--- config.mk ---
export PLATFORM = sky130hd
export DESIGN_NAME = pc_stack_unit
export DESIGN_NICKNAME = d
export VERILOG_FILES = /design/src/rtl/pc_stack_unit.sv
export SDC_FILE = /design/constraint.sdc
export NUM_CORES = 1
export LEC_CHECK = 0
export ABC_CLOCK_PERIOD_IN_PS = 3700
export CORE_MARGIN = 2
export CORE_UTILIZATION = 23
export CTS_CLUSTER_SIZE = 30
export DETAILED_ROUTE_END_ITERATION = 10
export GPL_TIMING_DRIVEN = 0
export HOLD_SLACK_MARGIN = 0.03
export PLACE_DENSITY = 0.41
export SLEW_MARGIN = 20
export SYNTH_ARGS = -nofsm -noshare
export SYNTH_HDL_FRONTEND = slang
export SYNTH_SLANG_ARGS = --single-unit
export TNS_END_PERCENT = 1
--- constraint.sdc ---
create_clock -name clk -period 3.7 [get_ports clk]
set_input_delay 0.74 -clock clk [delete_from_list [all_inputs] [get_ports clk]]
set_output_delay 0.74 -clock clk [all_outputs]
set_load 0.01 [all_outputs]
--- src/rtl/pc_stack_unit.sv ---
// pc_stack_unit: program counter with a return-address stack.
// One PC operation per enabled cycle, with priority call > ret > l > br > inc.
// The stack keeps count in sp (0..DEPTH). The ovf and unf flags are sticky
// and are cleared only by reset. DOut is a gated combinational read of pc.
module pc_stack_unit #(
  parameter int AW         = 16,
  parameter int DEPTH      = 8,
  parameter int STEP       = 1,
  parameter int RESET_ADDR = 0,
  localparam int IW        = $clog2(DEPTH),
  localparam int SPW       = IW + 1
) (
  input  logic          clk,
  input  logic          re,
  input  logic          cs,
  input  logic          inc,
  input  logic          l,
  input  logic [AW-1:0] load,
  input  logic          br,
  input  logic [AW-1:0] offset,
  input  logic          call,
  input  logic          ret,
  input  logic          r,
  output logic [AW-1:0] pc,
  output logic [AW-1:0] DOut,
  output logic [SPW-1:0] sp,
  output logic          full,
  output logic          empty,
  output logic          ovf,
  output logic          unf
);

  localparam logic [AW-1:0]  STEP_W  = AW'(STEP);
  localparam logic [AW-1:0]  RST_PC  = AW'(RESET_ADDR);
  localparam logic [SPW-1:0] SP_FULL = SPW'(DEPTH);

  logic [AW-1:0]  r_pc;
  logic [SPW-1:0] r_sp;
  logic           r_ovf;
  logic           r_unf;
  logic [AW-1:0]  r_stack [DEPTH];

  logic           w_full;
  logic           w_empty;
  logic [AW-1:0]  w_pc_step;
  logic [AW-1:0]  w_pc_br;
  logic [IW-1:0]  w_push_idx;
  logic [IW-1:0]  w_top_idx;
  logic           w_push;

  // The stack decodes and the modulo-2^AW PC arithmetic.
  // When the stack is full, the low bits of sp wrap to 0. Subtracting 1 then
  // still yields DEPTH-1 as the top index, so no extra bit is needed.
  always_comb begin
    w_full     = (r_sp == SP_FULL);
    w_empty    = (r_sp == '0);
    w_pc_step  = r_pc + STEP_W;
    w_pc_br    = r_pc + offset;
    w_push_idx = r_sp[IW-1:0];
    w_top_idx  = r_sp[IW-1:0] - 1'b1;
    w_push     = cs & call & ~w_full;
  end

  // Update the PC, sp and sticky flags. The priority chain drops any
  // lower-priority request that arrives in the same cycle.
  always_ff @(posedge clk or negedge re) begin
    if (!re) begin
      r_pc  <= RST_PC;
      r_sp  <= '0;
      r_ovf <= 1'b0;
      r_unf <= 1'b0;
    end else if (cs) begin
      if (call) begin
        if (!w_full) begin
          r_sp <= r_sp + 1'b1;
          r_pc <= load;
        end else begin
          r_ovf <= 1'b1;
        end
      end else if (ret) begin
        if (!w_empty) begin
          r_sp <= r_sp - 1'b1;
          r_pc <= r_stack[w_top_idx];
        end else begin
          r_unf <= 1'b1;
        end
      end else if (l) begin
        r_pc <= load;
      end else if (br) begin
        r_pc <= w_pc_br;
      end else if (inc) begin
        r_pc <= w_pc_step;
      end
    end
  end

  // Write the return address into stack storage. The contents are
  // don't-care after reset, so the storage itself has no reset.
  always_ff @(posedge clk) begin
    if (re && w_push) r_stack[w_push_idx] <= w_pc_step;
  end

  // Drive the outputs. DOut reads zero unless the unit is selected and read.
  always_comb begin
    pc    = r_pc;
    sp    = r_sp;
    full  = w_full;
    empty = w_empty;
    ovf   = r_ovf;
    unf   = r_unf;
    DOut  = (cs && r) ? r_pc : '0;
  end

endmodule

==> results of run 1 <==
per-layer routing:
layer  track usage (%)  part of all wire (%)  vias to the layer above
met1              18.5                    48                     2477
met3              2.67                   4.0                       17
met2              21.1                    46                      113
met4              3.81                   1.4                        0
li1                  -                     -                     2242
met5                 0                     0                        -
path summary, 6_finish.rpt:
path	end	slack, ps	cells after the start
worst max-delay path	DOut[6]	260	5
worst min-delay path	sp[0]$_DFFE_PN0P_	320	1
worst max register to register	pc[12]$_DFFE_PN0P_	520	10
worst min register to register	unf$_DFFE_PN0P_	480	1
max in group asynchronous	pc[9]$_DFFE_PN0P_	2990	1
min in group clk	unf$_DFFE_PN0P_	480	1
where the power goes:
part | switching (W) | total (W) | internal [W]
Clock | 0.000682 | 0.00167 | 0.000993
Sequential | 0.000248 | 0.00245 | 0.00221
Combinational | 0.00172 | 0.00308 | 0.00136
worst reg2reg max path, cell delays in order (launching register included):
cell,delay [ps]
dfrtp_1,420
buf_6,210
buf_4,280
inv_1,120
ha_1,450
buf_1,550
mux4_2,400
nand2_1,80
a21oi_1,100
a21oi_1,290
o221ai_1,150
area by class of cell:
class,instances,area [sq um]
repair buffers,83,816
clock inverters,11,129
inverters,10,37.5
plain buffers,22,134
clock buffers,20,437
multi-input cells,341,2820
fillers,3142,22200
well taps,402,503
flip-flops and latches,150,4390
logic make-up (layout without fill, tap and decap cells):
kind of cell | after synthesis | count (layout)
DFF | 150 | 150
and+or+nand+nor | 137 | 137
AOI/OAI and AO/OA | 113 | 113
muxes | 36 | 36
xor gates and xnor gates | 33 | 33
buffers and inverters | 32 | 146
adders and majority gates | 22 | 22
synthesized netlist by cell type, drive strengths merged (3+ instances only):
cell type / n
a211oi: 7
a21o: 8
a21oi: 36
a221oi: 8
a31oi: 8
and3: 18
buf: 13
clkbuf: 9
dfrtp: 22
edfxtp: 128
ha: 20
inv: 10
mux2: 3
mux4: 32
nand2: 58
nand2b: 4
nand3: 12
nand4: 3
nor2: 30
nor3: 5
o21ai: 22
o22ai: 4
xnor2: 22
xor2: 11
registers in the layout (all words and copies together), names as in the netlist:
name     count
r_stack    128
pc          16
sp           4
ovf          1
unf          1
through the flow:
step / TNS (ps) / instance area, sq um
6_report: 0 / 9270
4_1_cts: 0 / 9270
2_1_floorplan: 0 / 7330
3_3_place_gp: -133700 / 8620
3_5_place_dp: 0 / 8700
5_1_grt: 0 / 9270
timing repair:
action                     in CTS  in global routing
gates resized for setup         0                  2
hold buffers                    0                  0
setup endpoints to repair       0                  9
==> flow_metrics.env, run 1 <==
export IMPL_synth_edf_count=128
export IMPL_grt_max_degree=24
export IMPL_drcViolationCount=0
export IMPL_vias=4849
export IMPL_critPathLaunchType="input pin"
export IMPL_final_cells=1039
export IMPL_muxShareOfSynthArea_pct=10.4
export IMPL_grt_pass1_vias=5052
export IMPL_clk_latency_ps=420
export IMPL_setup_ws_ps=258
export IMPL_ys_warn_count=0
export IMPL_synthFlopType="edfxtp_1"
export IMPL_synth_xor_area_share_pct=4.05
export IMPL_grt_pass1_wl_um=32300
export IMPL_finalSetupViolCount=0
export IMPL_place_hpwl_um=15600
export IMPL_slew_headroom_pct=35.6
export IMPL_post_cts_setup_buffers=0
export IMPL_nets=688
export IMPL_seq_area_frac_synth_pct=60.0
export IMPL_finish_utilization_pct=29.5
export IMPL_netlist_instances=523
export IMPL_cts_root_buf="clkbuf_16"
export IMPL_dieArea_sq_um=33300
export IMPL_synth_compound_area_share_pct=10.5
export IMPL_synthTopCellsByArea="edfxtp_1 52%, mux4_2 9.8%, dfrtp_1 7.5%"
export IMPL_ant_nets=0
export IMPL_power_density_nw_per_um2=778
export IMPL_h_tree_depth=4
export IMPL_antenna_cells=0
export IMPL_pre_cts_slack_ps=85.5
export IMPL_critical_path_max_stage_delay_ps=540
export IMPL_layout_commonest_cell="edfxtp_1"
export IMPL_path_clk_slew_ps=60
export IMPL_place_inst=1008
export IMPL_rsz0062_at_grt="no"
export IMPL_groute_usage_overall_pct=13.3
export IMPL_fmax_ghz=0.291
export IMPL_gp_congestion=0.825
export IMPL_critical_path_buf_inv_count=4
export IMPL_synth_distinct_cells=62
export IMPL_synth_top_area_share_pct=52.4
export IMPL_num_io_pins=81
export IMPL_p_leak_nw=3.18
export IMPL_synthAdderAreaFrac_pct=3.96
export IMPL_worstSetupPathType="input pin to output port"
export IMPL_worst_pin_slew_ps=959
export IMPL_ys_seq_elements=150
export IMPL_worstHoldPathType="input pin to async pin"
export IMPL_path_cells="clkdlybuf4s50_1, clkbuf_2, clkbuf_1, and3_1, clkdlybuf4s50_1"
export IMPL_fin_crit_ps=3440
export IMPL_synth_cell_area_sq_um=7330
export IMPL_maxSlewViolCount=0
export IMPL_antenna_found_initial=0
export IMPL_synthSimpleGateAreaFrac_pct=8.77
export IMPL_coreArea_sq_um=31500
export IMPL_crit_required_ps=2960
export IMPL_skew_ps=10.7
export IMPL_first_pass_iters=5
export IMPL_power_total_w=0.00721
export IMPL_crit_arrival_ps=2700
export IMPL_drt_iter0_drc=363
export IMPL_wire_per_inst_um=20.9
export IMPL_fin_crit_sh_pct=93.0
export IMPL_clock_path_buffers=2
export IMPL_io_buffers=79
export IMPL_mostFrequentLayoutCells="128 x edfxtp_1, 78 x clkdlybuf4s50_1, 58 x nand2_1"
export IMPL_async_flop_share_pct=14.7
export IMPL_cpMostUsedCell="clkdlybuf4s50_1"
export IMPL_synth_top_family_by_area="compound AO/OA/AOI/OAI gates"
export IMPL_drive_gt1_share_pct=17.1
export IMPL_die_x_um=183
export IMPL_crit_path_max_fanout=10
export IMPL_fin_hold_ws_ps=321
export IMPL_overflow=0
export IMPL_maxCapViolations=0
export IMPL_critPathTopFamily="buffers and inverters"
export IMPL_rows=65
export IMPL_synth_area_per_cell_sq_um=14.0
export IMPL_start_util_pct=23.3
export IMPL_max_vdd_ir_drop_mv=0.330
export IMPL_crit_slowest_cell="clkdlybuf4s50_1"
export IMPL_end_kind="output port"
export IMPL_area_growth_pct=26.5
export IMPL_status="complete, no violations"
export IMPL_synth_top_area_cell="edfxtp_1"
export IMPL_clock_sinks=150
export IMPL_r2r_start="sp[0]$_DFFE_PN0P_"
export IMPL_avgViaCountPerCell=4.67
export IMPL_syn_nets=586
export IMPL_fp_dieH_um=183
export IMPL_tritoncts="yes"
export IMPL_drt_wl_total_um=21700
export IMPL_report_final_hold_viol_count=0
export IMPL_worstSetupStartpoint="cs"
export IMPL_numCtsBuffers=17
Note: power is estimated with default switching activity, not from simulation.
==> inputs of run 2 (changes only) <==
--- a/config.mk
+++ b/config.mk
@@ -5,6 +5,7 @@
 export SDC_FILE = /design/constraint.sdc
 export NUM_CORES = 1
 export LEC_CHECK = 0
+export ABC_AREA = 1
 export ABC_CLOCK_PERIOD_IN_PS = 3700
 export CORE_MARGIN = 2
 export CORE_UTILIZATION = 23
==> run 2 against run 1 <==
  * Synthesized cell count increased by 67%
  * Worst setup slack got worse by 98 ps
  * Die area grew 9.5%
==> flow_metrics.env, run 2 <==
export IMPL_status="complete, no violations"
export IMPL_synthFlopType="edfxtp_1"
export IMPL_async_flop_share_pct=14.7
export IMPL_power_density_nw_per_um2=818
export IMPL_crit_required_ps=2960
export IMPL_fin_crit_ps=3540
export IMPL_place_inst=1411
export IMPL_p_leak_nw=3.86
export IMPL_maxCapViolations=0
export IMPL_skew_ps=7.31
export IMPL_largest_register_ff_count=128
export IMPL_overflow=0
export IMPL_worstSetupPathType="input pin to output port"
export IMPL_regMostFlops="r_stack"
export IMPL_numCtsBuffers=17
export IMPL_h_tree_depth=4
export IMPL_fin_crit_sh_pct=95.7
export IMPL_worstHoldPathType="input pin to async pin"
export IMPL_slew_headroom_pct=48.1
export IMPL_finalSetupTns_ps=0
export IMPL_path_clk_slew_ps=70
export IMPL_seq_area_frac_synth_pct=54.6
export IMPL_maxSlewViolCount=0
export IMPL_wire_per_inst_um=18.9
export IMPL_layout_commonest_cell="nor2_1"
export IMPL_synth_top_area_share_pct=47.8
export IMPL_crit_arrival_ps=2800
export IMPL_critPathLaunchType="input pin"
export IMPL_clock_sinks=150
export IMPL_place_hpwl_um=20800
export IMPL_synth_commonest_cells="157 x nor2_1, 142 x nand2_1, 128 x edfxtp_1"
export IMPL_area_growth_pct=25.2
export IMPL_synthTopCellsByArea="edfxtp_1 48%, nor2_1 7.3%, dfrtp_1 6.8%"
export IMPL_synth_top_area_cell="edfxtp_1"
export IMPL_dieArea_sq_um=36500
export IMPL_gp_congestion=0.925
export IMPL_first_pass_iters=5
export IMPL_post_cts_setup_buffers=0
export IMPL_finalSetupViolCount=0
export IMPL_vias=6500
export IMPL_drive_gt1_share_pct=10.0
export IMPL_rsz0062_at_grt="no"
export IMPL_synth_area_per_cell_sq_um=9.21
export IMPL_max_vdd_ir_drop_mv=0.371
export IMPL_pre_cts_slack_ps=48.1
export IMPL_die_x_um=191
export IMPL_tritoncts="yes"
export IMPL_num_io_pins=81
export IMPL_io_buffers=77
export IMPL_drt_wl_total_um=27200
export IMPL_finish_utilization_pct=29.2
export IMPL_clock_path_buffers=2
export IMPL_fin_hold_ws_ps=317
export IMPL_drt_iter0_drc=500
export IMPL_start_util_pct=23.3
export IMPL_worst_pin_slew_ps=775
export IMPL_antenna_cells=0
export IMPL_synth_distinct_cells=44
export IMPL_cts_root_buf="clkbuf_16"
export IMPL_mostFrequentLayoutCells="149 x nor2_1, 142 x nand2_1, 128 x edfxtp_1"
export IMPL_ys_warn_count=0
export IMPL_clk_latency_ps=420
export IMPL_grt_pass1_vias=6363
export IMPL_ant_nets=0
export IMPL_antenna_found_initial=0
export IMPL_fmax_ghz=0.283
export IMPL_synth_edf_count=128
export IMPL_rows=68
export IMPL_fp_dieH_um=191
export IMPL_grt_max_degree=24
export IMPL_avgViaCountPerCell=4.50
export IMPL_setup_ws_ps=161
export IMPL_grt_pass1_wl_um=40800
export IMPL_synth_cell_area_sq_um=8040
export IMPL_nets=1038
export IMPL_coreArea_sq_um=34500
export IMPL_end_kind="output port"
export IMPL_synth_most_common_cell="nor2_1"
export IMPL_ys_seq_elements=150
export IMPL_netlist_instances=873
export IMPL_groute_usage_overall_pct=15.3
export IMPL_r2r_setup_slack_ps=590
export IMPL_final_cells=1443
export IMPL_crit_path_max_fanout=10
export IMPL_syn_nets=936
export IMPL_drcViolationCount=0
export IMPL_report_final_hold_viol_count=0
==> run 2: cell count changes after synthesis, sizes merged, moves of 18 or more <==
| cell | before | now |
|---|---|---|
| o211ai | 1 | 26 |
| and3 | 18 | 0 |
| nand3 | 12 | 57 |
| inv | 10 | 82 |
| mux4 | 32 | 0 |
| nor2 | 30 | 163 |
| nand2 | 58 | 147 |
| o21ai | 22 | 99 |
==> run 2: final cells by class <==
cell class	instances	area (sq um)
plain buffers	34	191
clock buffers	18	429
clock inverters	14	143
fillers	3641	24400
inverters	86	325
multi-input cells	603	3160
flip-flops and latches	150	4390
well taps	455	569
repair buffers	83	856
==> run 2: critical path, stage by stage <==
cell and delay (ps):
clkdlybuf4s50_1 580, nand2_1 310, clkbuf_2 330, nor2_1 240
clkdlybuf4s50_1 580
==> run 2: cell families after synthesis <==
kind of cell	count (synthesis)	synth area share [%]
mux	1	0.124
compound gates	177	12.3
fa+ha+maj	22	3.61
buf+inv	120	6.41
simple gates	388	21.2
xor+xnor	15	1.73
flops	150	54.6
==> run 2: layer usage <==
metal  GRT usage [%]  part of all wire, %  vias up  wire [um]
li1                -                    -     3188          -
met1            22.5                   51     3170      13800
met4            4.03                  1.3        0        341
met2            23.7                   45      123      12300
met3            1.78                  3.0       19        804
met5               0                    0        -          0
==> run 2: final timing paths <==
kind	end	depth (start not counted)	start
worst max-delay path	DOut[10]	5	cs
worst min-delay path	pc[13]$_DFFE_PN0P_	1	re
worst max register to register	pc[14]$_DFFE_PN0P_	12	sp[0]$_DFFE_PN0P_
worst min register to register	ovf$_DFFE_PN0P_	1	ovf$_DFFE_PN0P_
max in group asynchronous	unf$_DFFE_PN0P_	1	re
min in group clk	ovf$_DFFE_PN0P_	1	ovf$_DFFE_PN0P_
==> run 2: metrics by stage <==
step | total power, W | cell area [sq um]
2_1_floorplan | 0.00496 | 8040
3_3_place_gp | 0.00659 | 9380
3_5_place_dp | 0.00662 | 9500
4_1_cts | 0.00832 | 10100
5_1_grt | 0.00884 | 10100
6_report | 0.00824 | 10100
==> run 2: power by group <==
group	switching, W	total [W]	internal (W)
logic	0.00267	0.00402	0.00135
registers	0.000267	0.00253	0.00226
clock network	0.000745	0.00169	0.000944
==> run 2: repair_timing <==
action / in CTS / in global routing
hold buffers: 0 / 0
setup endpoints to repair: 0 / 1
endpoints found under the hold margin: 0 / 0
resized for setup: 0 / 2
